## src/rtl/direction_controller.sv

```systemverilog
// direction_controller: synchronises, debounces and edge-detects four direction
// pushbuttons, filters repeats and (optionally) reversals, queues accepted
// presses and applies one queued direction per game step.
module direction_controller #(
  parameter int         DEBOUNCE_CYCLES = 250000,
  parameter int         QUEUE_DEPTH     = 2,
  parameter bit         ALLOW_REVERSE   = 1'b0,
  parameter logic [1:0] INIT_DIR        = 2'b11
) (
  input  logic       clk,
  input  logic       rst,
  input  logic       up_pb,
  input  logic       down_pb,
  input  logic       left_pb,
  input  logic       right_pb,
  input  logic       step,
  output logic [1:0] dir,
  output logic       out_up,
  output logic       out_down,
  output logic       out_left,
  output logic       out_right,
  output logic       dir_changed,
  output logic [2:0] queue_count,
  output logic       drop
);

  localparam int                CNT_W    = $clog2(DEBOUNCE_CYCLES + 1);
  localparam int                PTR_W    = (QUEUE_DEPTH > 1) ? $clog2(QUEUE_DEPTH) : 1;
  localparam logic [CNT_W-1:0]  CNT_MAX  = CNT_W'(DEBOUNCE_CYCLES);
  localparam logic [2:0]        DEPTH_C  = 3'(QUEUE_DEPTH);
  localparam logic [PTR_W-1:0]  LAST_PTR = PTR_W'(QUEUE_DEPTH - 1);

  // Button index equals its direction code: 0 up, 1 down, 2 left, 3 right.
  logic [3:0]       raw;
  logic [3:0]       sync1;
  logic [3:0]       sync2;
  logic [3:0]       stable;
  logic [3:0]       stable_q;
  logic [3:0]       events;
  logic [CNT_W-1:0] cnt [4];

  logic [1:0]       mem [QUEUE_DEPTH];
  logic [PTR_W-1:0] wr_ptr;
  logic [PTR_W-1:0] rd_ptr;
  logic [PTR_W-1:0] tail_idx;
  logic [1:0]       tail;
  logic [1:0]       cand;
  logic             have_cand;
  logic             multi;
  logic             full;
  logic             pop;
  logic             push;
  logic             drop_next;

  function automatic logic [PTR_W-1:0] next_ptr(input logic [PTR_W-1:0] p);
    return (p == LAST_PTR) ? '0 : p + 1'b1;
  endfunction

  function automatic logic [3:0] decode(input logic [1:0] d);
    return 4'b0001 << d;
  endfunction

  assign raw    = {right_pb, left_pb, down_pb, up_pb};
  assign events = stable & ~stable_q;

  // Two-stage synchroniser for the asynchronous buttons.
  always_ff @(posedge clk) begin
    // NOTE: registers use non-blocking assignments so sync2 samples the
    // previous sync1, forming a real two-flop chain rather than one flop.
    if (rst) begin
      sync1 <= '0;
      sync2 <= '0;
    end else begin
      sync1 <= raw;
      sync2 <= sync1;
    end
  end

  // Per-button debounce: accept a level only after it has differed for long enough.
  always_ff @(posedge clk) begin
    if (rst) begin
      stable   <= '0;
      stable_q <= '0;
      for (int i = 0; i < 4; i++) cnt[i] <= '0;
    end else begin
      stable_q <= stable;
      for (int i = 0; i < 4; i++) begin
        if (sync2[i] == stable[i]) begin
          cnt[i] <= '0;
        end else if (cnt[i] == CNT_MAX) begin
          stable[i] <= sync2[i];
          cnt[i]    <= '0;
        end else begin
          cnt[i] <= cnt[i] + 1'b1;
        end
      end
    end
  end

  // Pick the candidate press, evaluate it against the queue tail, decide push/drop.
  always_comb begin
    // NOTE: every output of this block gets a default first, so no path
    // leaves a value unassigned and no latch is inferred.
    cand      = 2'b00;
    have_cand = 1'b0;
    for (int i = 3; i >= 0; i--) begin
      if (events[i]) begin
        cand      = 2'(i);
        have_cand = 1'b1;
      end
    end
    multi     = (events & (events - 4'd1)) != 4'd0;
    tail_idx  = (wr_ptr == '0) ? LAST_PTR : wr_ptr - 1'b1;
    tail      = (queue_count != 3'd0) ? mem[tail_idx] : dir;
    full      = (queue_count == DEPTH_C);
    pop       = step && (queue_count != 3'd0);
    push      = have_cand
                && (cand != tail)
                && !((ALLOW_REVERSE == 1'b0) && (cand == (tail ^ 2'b01)))
                && !(full && !pop);
    drop_next = multi || (have_cand && !push);
  end

  // Queue storage; occupancy is tracked by queue_count, so stale slots are never read.
  always_ff @(posedge clk) begin
    // NOTE: the storage array has no reset; clearing the pointers and count
    // is enough, and leaving it out keeps the array a plain register file.
    if (push) mem[wr_ptr] <= cand;
  end

  // Queue pointers, current direction and registered status outputs.
  always_ff @(posedge clk) begin
    if (rst) begin
      wr_ptr      <= '0;
      rd_ptr      <= '0;
      queue_count <= 3'd0;
      dir         <= INIT_DIR;
      {out_right, out_left, out_down, out_up} <= decode(INIT_DIR);
      dir_changed <= 1'b0;
      drop        <= 1'b0;
    end else begin
      if (push) wr_ptr <= next_ptr(wr_ptr);
      if (pop) begin
        rd_ptr <= next_ptr(rd_ptr);
        dir    <= mem[rd_ptr];
        {out_right, out_left, out_down, out_up} <= decode(mem[rd_ptr]);
      end
      queue_count <= queue_count + {2'b00, push} - {2'b00, pop};
      dir_changed <= pop;
      drop        <= drop_next;
    end
  end

endmodule

```

## config.mk

```make
export PLATFORM = sky130hd
export DESIGN_NAME = direction_controller
export DESIGN_NICKNAME = d
export VERILOG_FILES = /design/src/rtl/direction_controller.sv
export SDC_FILE = /design/constraint.sdc
export NUM_CORES = 1
export LEC_CHECK = 0
export ABC_AREA = 0
export BUFFER_PORTS_ARGS = -buffer_cell sky130_fd_sc_hd__buf_4
export CAP_MARGIN = 40
export CORE_AREA = 2 2 138 140
export CTS_BUF_LIST = sky130_fd_sc_hd__clkbuf_16
export DETAILED_ROUTE_END_ITERATION = 12
export DIE_AREA = 0 0 140 142
export SKIP_LAST_GASP = 1
export SYNTH_ARGS = -nofsm -noshare
export SYNTH_HDL_FRONTEND = slang
export SYNTH_SLANG_ARGS = --single-unit
```

## constraint.sdc

```tcl
create_clock -name clk -period 3.4 [get_ports clk]
set_input_delay 0.85 -clock clk [delete_from_list [all_inputs] [get_ports clk]]
set_output_delay 0.85 -clock clk [all_outputs]
set_load 0.03 [all_outputs]
```

======== After elaboration in Yosys (flattened, before gate mapping) ========
Memories as Yosys holds them, arrays and structs flattened. A register that Yosys moved wholly into a read port is not among the register bits.
Index checks and enable logic that the tools add are counted.
storage, ports and cells
  memories kept ........................... 2
  bits of input ports ..................... 7
  word-level logic and storage cells ...... 152
  register bits ........................... 29
  memory bits (writable) .................. 76
cells by class
  bitwise operators ....................... 20
  multiplexer cells ....................... 74
  add/subtract/negate cells ............... 10
  equal/unequal tests ..................... 11
  shifts and indexed selects .............. 1
  reductions and logical operators ........ 17
memories
  name  words  width  read ports  clocked after Yosys merged registers in  write ports  line  RTL
  cnt   4      18     4           0                                        4            40    logic [CNT_W-1:0] cnt [4];
  mem   2      2      2           1                                        1            42    logic [1:0] mem [QUEUE_DEPTH];
operator list
  operator                                                             count
  18-bit two-way mux                                                   12
  18-bit by 1-bit adder with 18-bit output (second input constant)     4
  18-bit == test (second input constant)                               4
  1-bit two-way mux                                                    57
  1-bit OR                                                             12
  2-bit two-way mux                                                    5
  4-bit AND                                                            2
  2-bit AND reduction                                                  4
  1-bit logical AND                                                    6
  1-bit NOT                                                            5
  1-bit == test                                                        4
  1-bit zero test                                                      4
  4-bit NOT                                                            1
  4-bit nonzero test                                                   1
  1-bit by 2-bit << shifter with 4-bit output (first input constant)   1
  4-bit by 1-bit subtractor with 4-bit output (second input constant)  1
  3-bit by 1-bit adder with 3-bit output                               1
  3-bit by 2-bit == test with 1-bit output (second input constant)     1
  3-bit nonzero test                                                   1
  3-bit by 1-bit subtractor with 3-bit output                          1
  1-bit adder (second input constant)                                  2
  2-bit == test                                                        1
  2-bit != test                                                        1
  1-bit logical OR                                                     1
  1-bit subtractor (second input constant)                             1

======== Depth between registers and ports, before layout ========
Gate-level depths: netlist (run 1).
  depth in word-level cells ............... 13
  mapped depth ............................ 9
  depth with buffers taken out ............ 9

======== Worst setup path after synthesis (run 1) ========
No wires, ideal clock.
  kind .................................... input -> register
  from .................................... input port step
  to ...................................... register queue_count[2]
  setup slack ............................. 0.387 ns
  cell stages on the path ................. 9
  arrival ................................. 2.885 ns
  path through ............................ or4b_2 > o2111ai_1 > mux2i_1 > mux2_2 > ha_1 > fa_1 > xnor2_1 > xnor2_1 > nor2_1
on the way
  word-level cells in the longest chain between the ends .. 7
ends and longest elaborated chain
  element                                        line  RTL
  start, declared                                16    input logic step,
  1-bit logical AND *                            116   pop = step && (queue_count != 3'd0);
  1-bit zero test                                120   && !(full && !pop);
  1-bit logical AND                              120
  1-bit zero test                                120
  1-bit logical AND                              120
  3-bit by 1-bit adder with 3-bit output         148   queue_count <= queue_count + {2'b00, push} - {2'b00, pop};
  3-bit by 1-bit subtractor with 3-bit output *  148
  end signal, assigned                           148
  end, declared                                  23    output logic [2:0] queue_count,
Mark *: on every way between the ends. The rest lies on a longest branch, timed or not.
A chain may end at the register's enable or synchronous reset.

======== Worst setup path in the final report (run 1) ========
Same ends and word-level chain as after synthesis.

==> impl_metrics.py, run 1 <==
metrics = {
    "clock_tree": {
        "clockRootBuffer": "clkbuf_16",
        "ctsResizeCount": 0,
        "cts_buffers": 9,
        "htree_levels": 3,
        "cts_sinks": 106,
        "clkLatencyLatePin_ns": 0.35,
        "cts_hold_buf": 0,
        "cts_buffer_depth": 2,
        "cts_tree": "yes",
        "cts_setup_buffers": 0,
        "clkTransAtPathRegs_ns": 0.07,
    },
    "pwr": {
        "power_uw": 2920,
        "seq_power_share_pct": 53.2,
        "p_clk_share_pct": 33.1,
        "p_int_uw": 2140,
        "p_per_area_nw_per_um2": 462,
        "irDropWorstVdd_mv": 0.215,
        "p_comb_share_pct": 13.7,
        "netSwitchingFraction_pct": 26.7,
        "netSwitchingPower_uw": 778,
        "leakage_uw": 0.00218,
    },
    "timing": {
        "rsz0062_at_grt": "no",
        "setup_viol": 0,
        "layout_min_cycle_time_ns": 2.88,
        "finalCritPeriodShare_pct": 84.8,
        "fin_worst_skew_ns": 0.00646,
        "finalSetupTns_ns": 0,
        "worst_pin_slew_ns": 0.744,
        "hold_viol_final": 0,
        "slew_headroom_pct": 50.4,
        "drv_slew": 0,
        "max_freq_mhz": 347,
    },
    "logic_synthesis": {
        "synth_area_um2": 5430,
        "yosysUniqueCellTypes": 48,
        "synth_seq_cells": 106,
        "avgSynthCellArea_um2": 10.4,
        "ys_warn_count": 0,
        "async_flop_share_pct": 0,
        "synth_edf_count": 76,
        "ys_seq_area_share_pct": 53.1,
        "synth_flop_cell": "edfxtp_1",
        "netlist_instances": 520,
    },
    "floorplan": {
        "die_w_um": 140,
        "rows": 50,
        "coreArea_um2": 18500,
        "start_util_pct": 29.4,
        "fp.dieArea_um2": 19900,
        "die_h_um": 142,
        "ios": 18,
    },
    "hold_path": {
        "hp-class": "reg2reg",
        "hold-path-cell-count": 2,
    },
    "placement": {
        "dp_hpwl_um": 6520,
        "gp_congestion": 0.724,
        "place_area_um2": 6040,
        "portBuffers": 17,
    },
    "route": {
        "vias": 3784,
        "wl_per_cell_um": 11.0,
        "drc_errors": 0,
        "vias_per_cell": 4.49,
        "first_iter_violations": 134,
        "wl_um": 9240,
        "antenna_left": 0,
        "first_pass_iters": 5,
    },
    "cells_and_area": {
        "fin_util_pct": 34.2,
        "antennaDiodeCount": 0,
        "area_growth_pct": 16.2,
        "multi_input_area_um2": 2650,
        "design_area_um2": 6310,
        "drive_above_1_share_pct": 7.06,
        "seq_area_um2": 2880,
        "final_nets": 621,
        "fillers": 1860,
    },
    "setup_path": {
        "worstSetupEndpointType": "register",
        "cpMaxStageDelayCell": "or4b_2",
        "rr_worst_depth": 9,
        "cp-start-kind": "primary input",
        "critPathMaxFanout": 5,
        "path_cells": "buf_4 -> or4b_2 -> o2111ai_1 -> mux2i_1 -> mux2_2 -> ha_1 -> fa_1 -> xnor2_1 -> xnor2_1 -> nor2_1",
        "worst_path_most_repeated_cell": "xnor2_1",
        "path_class": "in2reg",
        "cp_slowest_stage_delay_ns": 0.62,
        "arrival_ns": 3.12,
        "cp.required_ns": 3.63,
    },
    "global_route": {
        "grt_first_pass_wirelength_um": 16200,
        "track_usage_pct": 9.99,
        "grt_pass1_vias": 3519,
        "grt_overflow": 0,
        "grt_max_degree": 36,
        "antenna_found_initial": 0,
    },
    "job": {
        "drv_cap": 0,
    },
    "run_status": {
        "status": "finished, final reports clean",
    },
}
-- Yosys cell counts (all sizes together), types with 8 or more instances --
cell / count / share of area [%]
nor4: 10 / 1.2
edfxtp: 76 / 42
nand3: 27 / 2.5
nor3: 8 / 0.74
o21ai: 16 / 2.0
xor2: 27 / 4.4
a21oi: 25 / 2.3
xnor2: 27 / 4.4
ha: 9 / 2.1
or3: 16 / 1.9
nor2: 70 / 4.8
nand4: 16 / 1.8
and4: 8 / 1.3
o31ai: 9 / 1.2
clkbuf: 10 / 0.69
dfxtp: 30 / 11
or4: 12 / 1.7
inv: 25 / 1.7
nand2: 27 / 1.9
nor2b: 20 / 2.3
-- metrics by stage --
stage / std cells / hold slack, ns / worst slack [ns]
6_report: 843 / 0.452 / 0.518
4_1_cts: 843 / 0.457 / 0.533
2_1_floorplan: 591 / 0.414 / 0.387
5_1_grt: 843 / 0.477 / 0.417
3_3_place_gp: 827 / 0.444 / 0.169
3_5_place_dp: 827 / 0.448 / 0.159
-- area by class of cell --
| cell class | count | area share, % |
|---|---|---|
| sequential | 106 | 45.7 |
| clock inverter | 7 | 0.694 |
| timing repair buffer | 17 | 2.02 |
| clock buffer | 9 | 3.57 |
| inverter | 25 | 1.49 |
| tap | 234 | 4.64 |
| multi-input combinational | 445 | 41.9 |
-- power groups by stage --
stage	Sequential [uW]	Combinational (uW)	Clock (uW)
after floorplan	1630	245	0
after global placement	1580	395	0
after detailed placement	1580	399	0
after CTS	1550	402	1010
after global routing	1570	442	1050
final	1550	399	966
-- cell families after synthesis --
logic type | after synthesis | share of synthesized area, %
xor+xnor | 54 | 8.71
simple gates | 243 | 24.2
fa+ha+maj | 11 | 2.63
mux | 7 | 1.36
flops | 106 | 53.1
compound gates | 58 | 6.84
buf+inv | 40 | 3.13
other cells | 1 | 0.0690
-- registers in the layout, summed over array words and instances, names as in the netlist, named ones only --
| signal | flops |
|---|---|
| out_right | 1 |
| queue_count | 3 |
| wr_ptr | 1 |
| out_left | 1 |
| mem | 4 |
| drop | 1 |
| cnt | 72 |
| sync2 | 4 |
| sync1 | 4 |
| stable | 4 |
| rd_ptr | 1 |
| dir_changed | 1 |
| stable_q | 4 |
| out_up | 1 |
| out_down | 1 |
| dir | 2 |
-- worst paths after layout --
| kind | from | endpoint | slack (ns) |
|---|---|---|---|
| max | step | queue_count[2] | 0.52 |
| min | out_up | out_up | 0.45 |
| max reg2reg | queue_count[2] | queue_count[2] | 0.68 |
| min reg2reg | out_up | out_up | 0.45 |
-- metal layers --
metal	GRT usage, %	routed length (um)	vias to the layer above	part of all wire (%)
met5	0	0	-	0
met2	15.9	4200	29	45
li1	-	-	1974	-
met3	1.72	183	12	2.0
met4	5.10	212	0	2.3
met1	13.2	4640	1769	50
-- cells in the final DEF (no fill, tap or decap), types with 8 or more instances in the layout --
| cell | n |
|---|---|
| nand2_1 | 27 |
| o21ai_0 | 12 |
| edfxtp_1 | 76 |
| dfxtp_1 | 30 |
| nand4_1 | 16 |
| or4_1 | 12 |
| clkbuf_16 | 9 |
| ha_1 | 9 |
| xnor2_1 | 27 |
| or3_1 | 15 |
| nor4_1 | 10 |
| nor3_1 | 8 |
| nor2_1 | 70 |
| nand3_1 | 27 |
| and4_1 | 8 |
| a21oi_1 | 25 |
| buf_4 | 17 |
| nor2b_1 | 20 |
| xor2_1 | 27 |
| o31ai_1 | 9 |
| inv_1 | 26 |
| conb_1 | 72 |
-- critical path: cells and delay by family --
| kind | cells | cell delay [ns] |
|---|---|---|
| adders and majority gates | 2 | 0.56 |
| and+or+nand+nor | 2 | 0.67 |
| AOI/OAI and AO/OA | 1 | 0.12 |
| muxes | 2 | 0.47 |
| buffers and inverters | 1 | 0.11 |
| xor gates and xnor gates | 2 | 0.33 |
Power figures use the tool's default switching activity.
==> run 2, diff against run 1 <==
Clock period 3.4 ns to 2.7 ns, I/O delays scaled along.
==> run 2 against run 1 <==
Non-clock buffer count up 11. Clock skew up 0.0023 ns. Sequential share of layout area is 1.1 points lower. Wire length up 4.2%. Power is 35% higher. Critical path type is now reg2reg. Largest cell class unchanged.
==> impl_metrics.py, run 2 (synthesis results as in run 1) <==
metrics = {
    "placement": {
        "post-place-ws_ns": -0.0783,
        "place_inst": 838,
        "dp_hpwl_um": 6830,
        "gp_congestion": 0.728,
        "portBuffers": 17,
    },
    "setup_path": {
        "cpMaxStageDelayCell": "or3_1",
        "worstSetupEndpointType": "register",
        "crit_family": "multiplexers",
        "critPathMaxFanout": 3,
        "cp.required_ns": 2.94,
        "arrival_ns": 2.78,
        "rrSetupSlack_ns": 0.15,
        "cp-start-kind": "register",
        "cp.buffers_inverters": 0,
        "path_cells": "or3_1 -> a21oi_2 -> mux2_2 -> mux2_4 -> ha_4 -> fa_2 -> xnor2_2 -> xnor2_1 -> nor2_1",
        "cp_slowest_stage_delay_ns": 0.42,
        "path_class": "reg2reg",
    },
    "route": {
        "wl_um": 9620,
        "drc_errors": 0,
        "vias": 3849,
        "vias_per_cell": 4.51,
        "first_iter_violations": 172,
        "first_pass_iters": 6,
        "antenna_left": 0,
        "wl_per_cell_um": 11.3,
    },
    "clock_tree": {
        "ctsResizeCount": 0,
        "cts_tree": "yes",
        "cts_hold_buf": 0,
        "clkLatencyLatePin_ns": 0.35,
        "clkTransAtPathRegs_ns": 0.07,
        "cts_buffer_depth": 2,
        "htree_levels": 3,
        "cts_buffers": 9,
        "cts_sinks": 106,
        "cts_setup_buffers": 0,
        "clockRootBuffer": "clkbuf_16",
    },
    "pwr": {
        "p_per_area_nw_per_um2": 608,
        "power_uw": 3930,
        "irDropWorstVdd_mv": 0.356,
        "leakage_uw": 0.00226,
    },
    "timing": {
        "max_freq_mhz": 392,
        "drv_slew": 0,
        "setup_viol": 0,
        "rsz0062_at_grt": "no",
        "worst_slack_ns": 0.150,
        "layout_min_cycle_time_ns": 2.55,
        "hold_viol_final": 0,
        "fin_worst_skew_ns": 0.00881,
        "finalCritPeriodShare_pct": 94.4,
    },
    "cells_and_area": {
        "regMostFlops": "cnt",
        "final_nets": 632,
        "fin_util_pct": 35.1,
        "layout_commonest_cell": "edfxtp_1",
        "antennaDiodeCount": 0,
        "layout.cells.non_filler": 854,
        "largest_reg_flops": 72,
        "layout_common_cells": "76 x edfxtp_1, 72 x conb_1, 70 x nor2_1, 30 x dfxtp_1, 28 x buf_4",
        "area_growth_pct": 19.1,
        "drive_above_1_share_pct": 9.03,
    },
    "hold_path": {
        "hp-class": "reg2reg",
    },
    "floorplan": {
        "ios": 18,
        "coreArea_um2": 18500,
        "die_h_um": 142,
        "fp.dieArea_um2": 19900,
        "rows": 50,
        "start_util_pct": 29.4,
        "die_w_um": 140,
    },
    "global_route": {
        "grt_overflow": 0,
        "grt_max_degree": 36,
        "grt_pass1_vias": 3590,
        "antenna_found_initial": 0,
        "track_usage_pct": 10.1,
        "grt_first_pass_wirelength_um": 16400,
    },
    "run_status": {
        "status": "finished, final reports clean",
    },
    "job": {
        "drv_cap": 0,
    },
}
==> run 2: cell count changes in the layout (fill, tap and decap cells not counted), sizes merged <==
cell and delta:
bufinv +2, inv -1, clkinv -1, buf +11
==> run 2: layer usage <==
| layer | track usage (%) | routed length [um] | vias up | part of all wire, % |
|---|---|---|---|---|
| met2 | 16.7 | 4580 | 23 | 48 |
| li1 | - | - | 1999 | - |
| met4 | 4.63 | 185 | 0 | 1.9 |
| met5 | 0 | 0 | - | 0 |
| met3 | 1.82 | 158 | 12 | 1.6 |
| met1 | 13.0 | 4700 | 1815 | 49 |
==> run 2: report_power, final <==
group | switching [uW] | internal (uW)
Combinational | 329 | 281
Clock | 582 | 805
Sequential | 87.3 | 1850
Total | 998 | 2940
==> run 2: stage by stage <==
step	setup TNS [ns]	instance area, um2	hold slack [ns]
after floorplan	0	5730	0.414
final	0	6470	0.449
after global placement	-0.0619	6150	0.440
after global routing	0	6470	0.465
after detailed placement	-0.0783	6150	0.434
after CTS	0	6460	0.451
==> run 2: final timing paths <==
| path | start | end | depth (start not counted) |
|---|---|---|---|
| max reg2reg | queue_count[2] | queue_count[2] | 9 |
| min | out_up | out_up | 2 |
| min reg2reg | out_up | out_up | 2 |
| max | queue_count[2] | queue_count[2] | 9 |
==> run 2: worst min-delay path: cells and delay by family (launching register included) <==
family	cells	cell delay, ns
DFF	1	0.31
and+or+nand+nor	1	0.05
AOI/OAI and AO/OA	1	0.05
==> run 2: layout make-up <==
cell class                 instances  area [um2]
clock buffer                       9         225
clock inverter                     7        85.1
fill                            1859       12000
inverter                          25        93.8
multi-input combinational        445        2680
sequential                       106        2880
tap                              234         293
timing repair buffer              28         210
==> run 3, diff against run 2 <==
Settings changed: BUFFER_PORTS_ARGS -buffer_cell sky130_fd_sc_hd__buf_4 to -buffer_cell sky130_fd_sc_hd__buf_2, SETUP_SLACK_MARGIN set to 0.4.
==> run 3 against run 2 <==
Global-route usage grew 0.086 points. Largest cell class unchanged. Non-clock buffer count rose by 7. Sequential power is essentially flat. Cell area grew 0.19%. Power shrank 4.1%. Count of clock-buffer cells in the layout is the same. Wire length decreased by 1.5%. Final cell count grew 0.82%. Clock skew down 0.0022 ns. Largest power group unchanged. Sequential cell count unchanged.
==> impl_metrics.py, run 3 (synthesis results as in run 1) <==
metrics = {
    "setup_path": {
        "cp-start-kind": "register",
        "rr_worst_depth": 9,
        "rrSetupSlack_ns": 0.23,
        "worstSetupEndpointType": "register",
        "arrival_ns": 2.71,
        "critPathMaxFanout": 4,
        "cp.required_ns": 2.94,
        "path_class": "reg2reg",
        "reg2reg_to": "queue_count[2]",
        "r2r_start": "queue_count[2]",
    },
    "timing": {
        "drv_slew": 0,
        "max_freq_mhz": 405,
        "finalSetupTns_ns": 0,
        "worst_slack_ns": 0.230,
        "layout_min_cycle_time_ns": 2.47,
        "hold_viol_final": 0,
        "setup_viol": 0,
        "holdWs_ns": 0.446,
        "fin_worst_skew_ns": 0.00660,
        "finalCritPeriodShare_pct": 91.5,
        "rsz0062_at_grt": "yes",
    },
    "pwr": {
        "leakage_uw": 0.00229,
        "irDropWorstVdd_mv": 0.266,
        "p_per_area_nw_per_um2": 582,
    },
    "route": {
        "wl_um": 9480,
        "first_iter_violations": 168,
        "first_pass_iters": 4,
        "vias_per_cell": 4.47,
        "antenna_left": 0,
        "wl_per_cell_um": 11.0,
        "vias": 3847,
        "drc_errors": 0,
    },
    "cells_and_area": {
        "layout.cells.non_filler": 861,
        "fin_util_pct": 35.1,
        "regMostFlops": "cnt",
        "layout_common_cells": "76 x edfxtp_1, 72 x conb_1, 70 x nor2_1, 28 x inv_1, 28 x dfxtp_1",
        "layout_commonest_cell": "edfxtp_1",
        "drive_above_1_share_pct": 11.0,
        "largest_reg_flops": 72,
        "antennaDiodeCount": 0,
        "final_nets": 639,
        "area_growth_pct": 19.3,
    },
    "clock_tree": {
        "cts_hold_buf": 0,
        "cts_buffers": 9,
        "cts_sinks": 106,
        "cts_buffer_depth": 2,
        "cts_tree": "yes",
        "htree_levels": 3,
        "clockRootBuffer": "clkbuf_16",
        "clkLatencyLatePin_ns": 0.35,
        "clkTransAtPathRegs_ns": 0.07,
    },
    "hold_path": {
        "hp-class": "reg2reg",
        "hold-path-cell-count": 2,
        "hold_start": "out_up",
        "min_to": "out_up",
    },
    "placement": {
        "gp_congestion": 0.739,
        "dp_hpwl_um": 6610,
        "post-place-ws_ns": -0.0804,
        "place_inst": 836,
        "portBuffers": 17,
    },
    "global_route": {
        "grt_overflow": 0,
        "grt_first_pass_wirelength_um": 16500,
        "antenna_found_initial": 0,
        "grt_pass1_vias": 3552,
        "grt_max_degree": 20,
        "track_usage_pct": 10.2,
    },
    "floorplan": {
        "start_util_pct": 29.4,
        "die_h_um": 142,
        "fp.dieArea_um2": 19900,
        "rows": 50,
        "coreArea_um2": 18500,
        "die_w_um": 140,
        "ios": 18,
    },
    "run_status": {
        "status": "finished, final reports clean",
    },
    "job": {
        "drv_cap": 0,
    },
}
==> run 3: per-layer routing <==
| metal | wire length (um) | track usage [%] | vias to the layer above | share of wire, % |
|---|---|---|---|---|
| met2 | 4320 | 16.0 | 23 | 46 |
| li1 | - | - | 2014 | - |
| met1 | 4770 | 13.6 | 1798 | 50 |
| met3 | 205 | 2.22 | 12 | 2.2 |
| met4 | 182 | 4.63 | 0 | 1.9 |
| met5 | 0 | 0 | - | 0 |
==> run 3: stage by stage <==
| step | area [um2] | power, uW |
|---|---|---|
| after CTS | 6430 | 3800 |
| final | 6480 | 3770 |
| after global routing | 6480 | 3960 |
| after detailed placement | 6110 | 2540 |
| after floorplan | 5740 | 2400 |
| after global placement | 6110 | 2530 |
==> run 3: how the worst max path moves through the flow <==
stage                         startpoint             end  cells after the start
after floorplan                     step  queue_count[2]                      9
after global placement              step  queue_count[2]                     10
after detailed placement            step  queue_count[2]                     10
after CTS                 queue_count[0]  queue_count[2]                      9
after global routing      queue_count[2]  queue_count[2]                      9
final                     queue_count[2]  queue_count[2]                      9
==> run 3: area by class of cell <==
cell class | count | area (um2)
Sequential cell | 106 | 2890
Timing Repair Buffer | 35 | 236
Clock buffer | 9 | 225
Tap cell | 234 | 293
Fill cell | 1881 | 12000
Inverter | 25 | 93.8
Clock inverter | 7 | 30.0
Multi-Input combinational cell | 445 | 2710
==> run 3: what timing repair did <==
item | 4_1_cts | 5_1_grt
gates resized for setup | 6 | 2
pin swaps | 6 | 4
buffers inserted | 4 | 5
hold endpoints to repair | 0 | 0
setup endpoints to repair | 37 | 37
==> run 3: power breakdown <==
group	internal (uW)	switching (uW)
Combinational	292	332
Sequential	1860	101
Clock	610	580
Total	2760	1010
==> run 3: critical path, cell delays in order (launching register included) <==
cell and delay (ns):
dfxtp_4 0.36, or3_4 0.38, a21oi_4 0.15, mux2_4 0.32, mux2_4 0.28, ha_4 0.16, fa_2 0.34, xnor2_2 0.14
xnor2_1 0.16, nor2_1 0.07
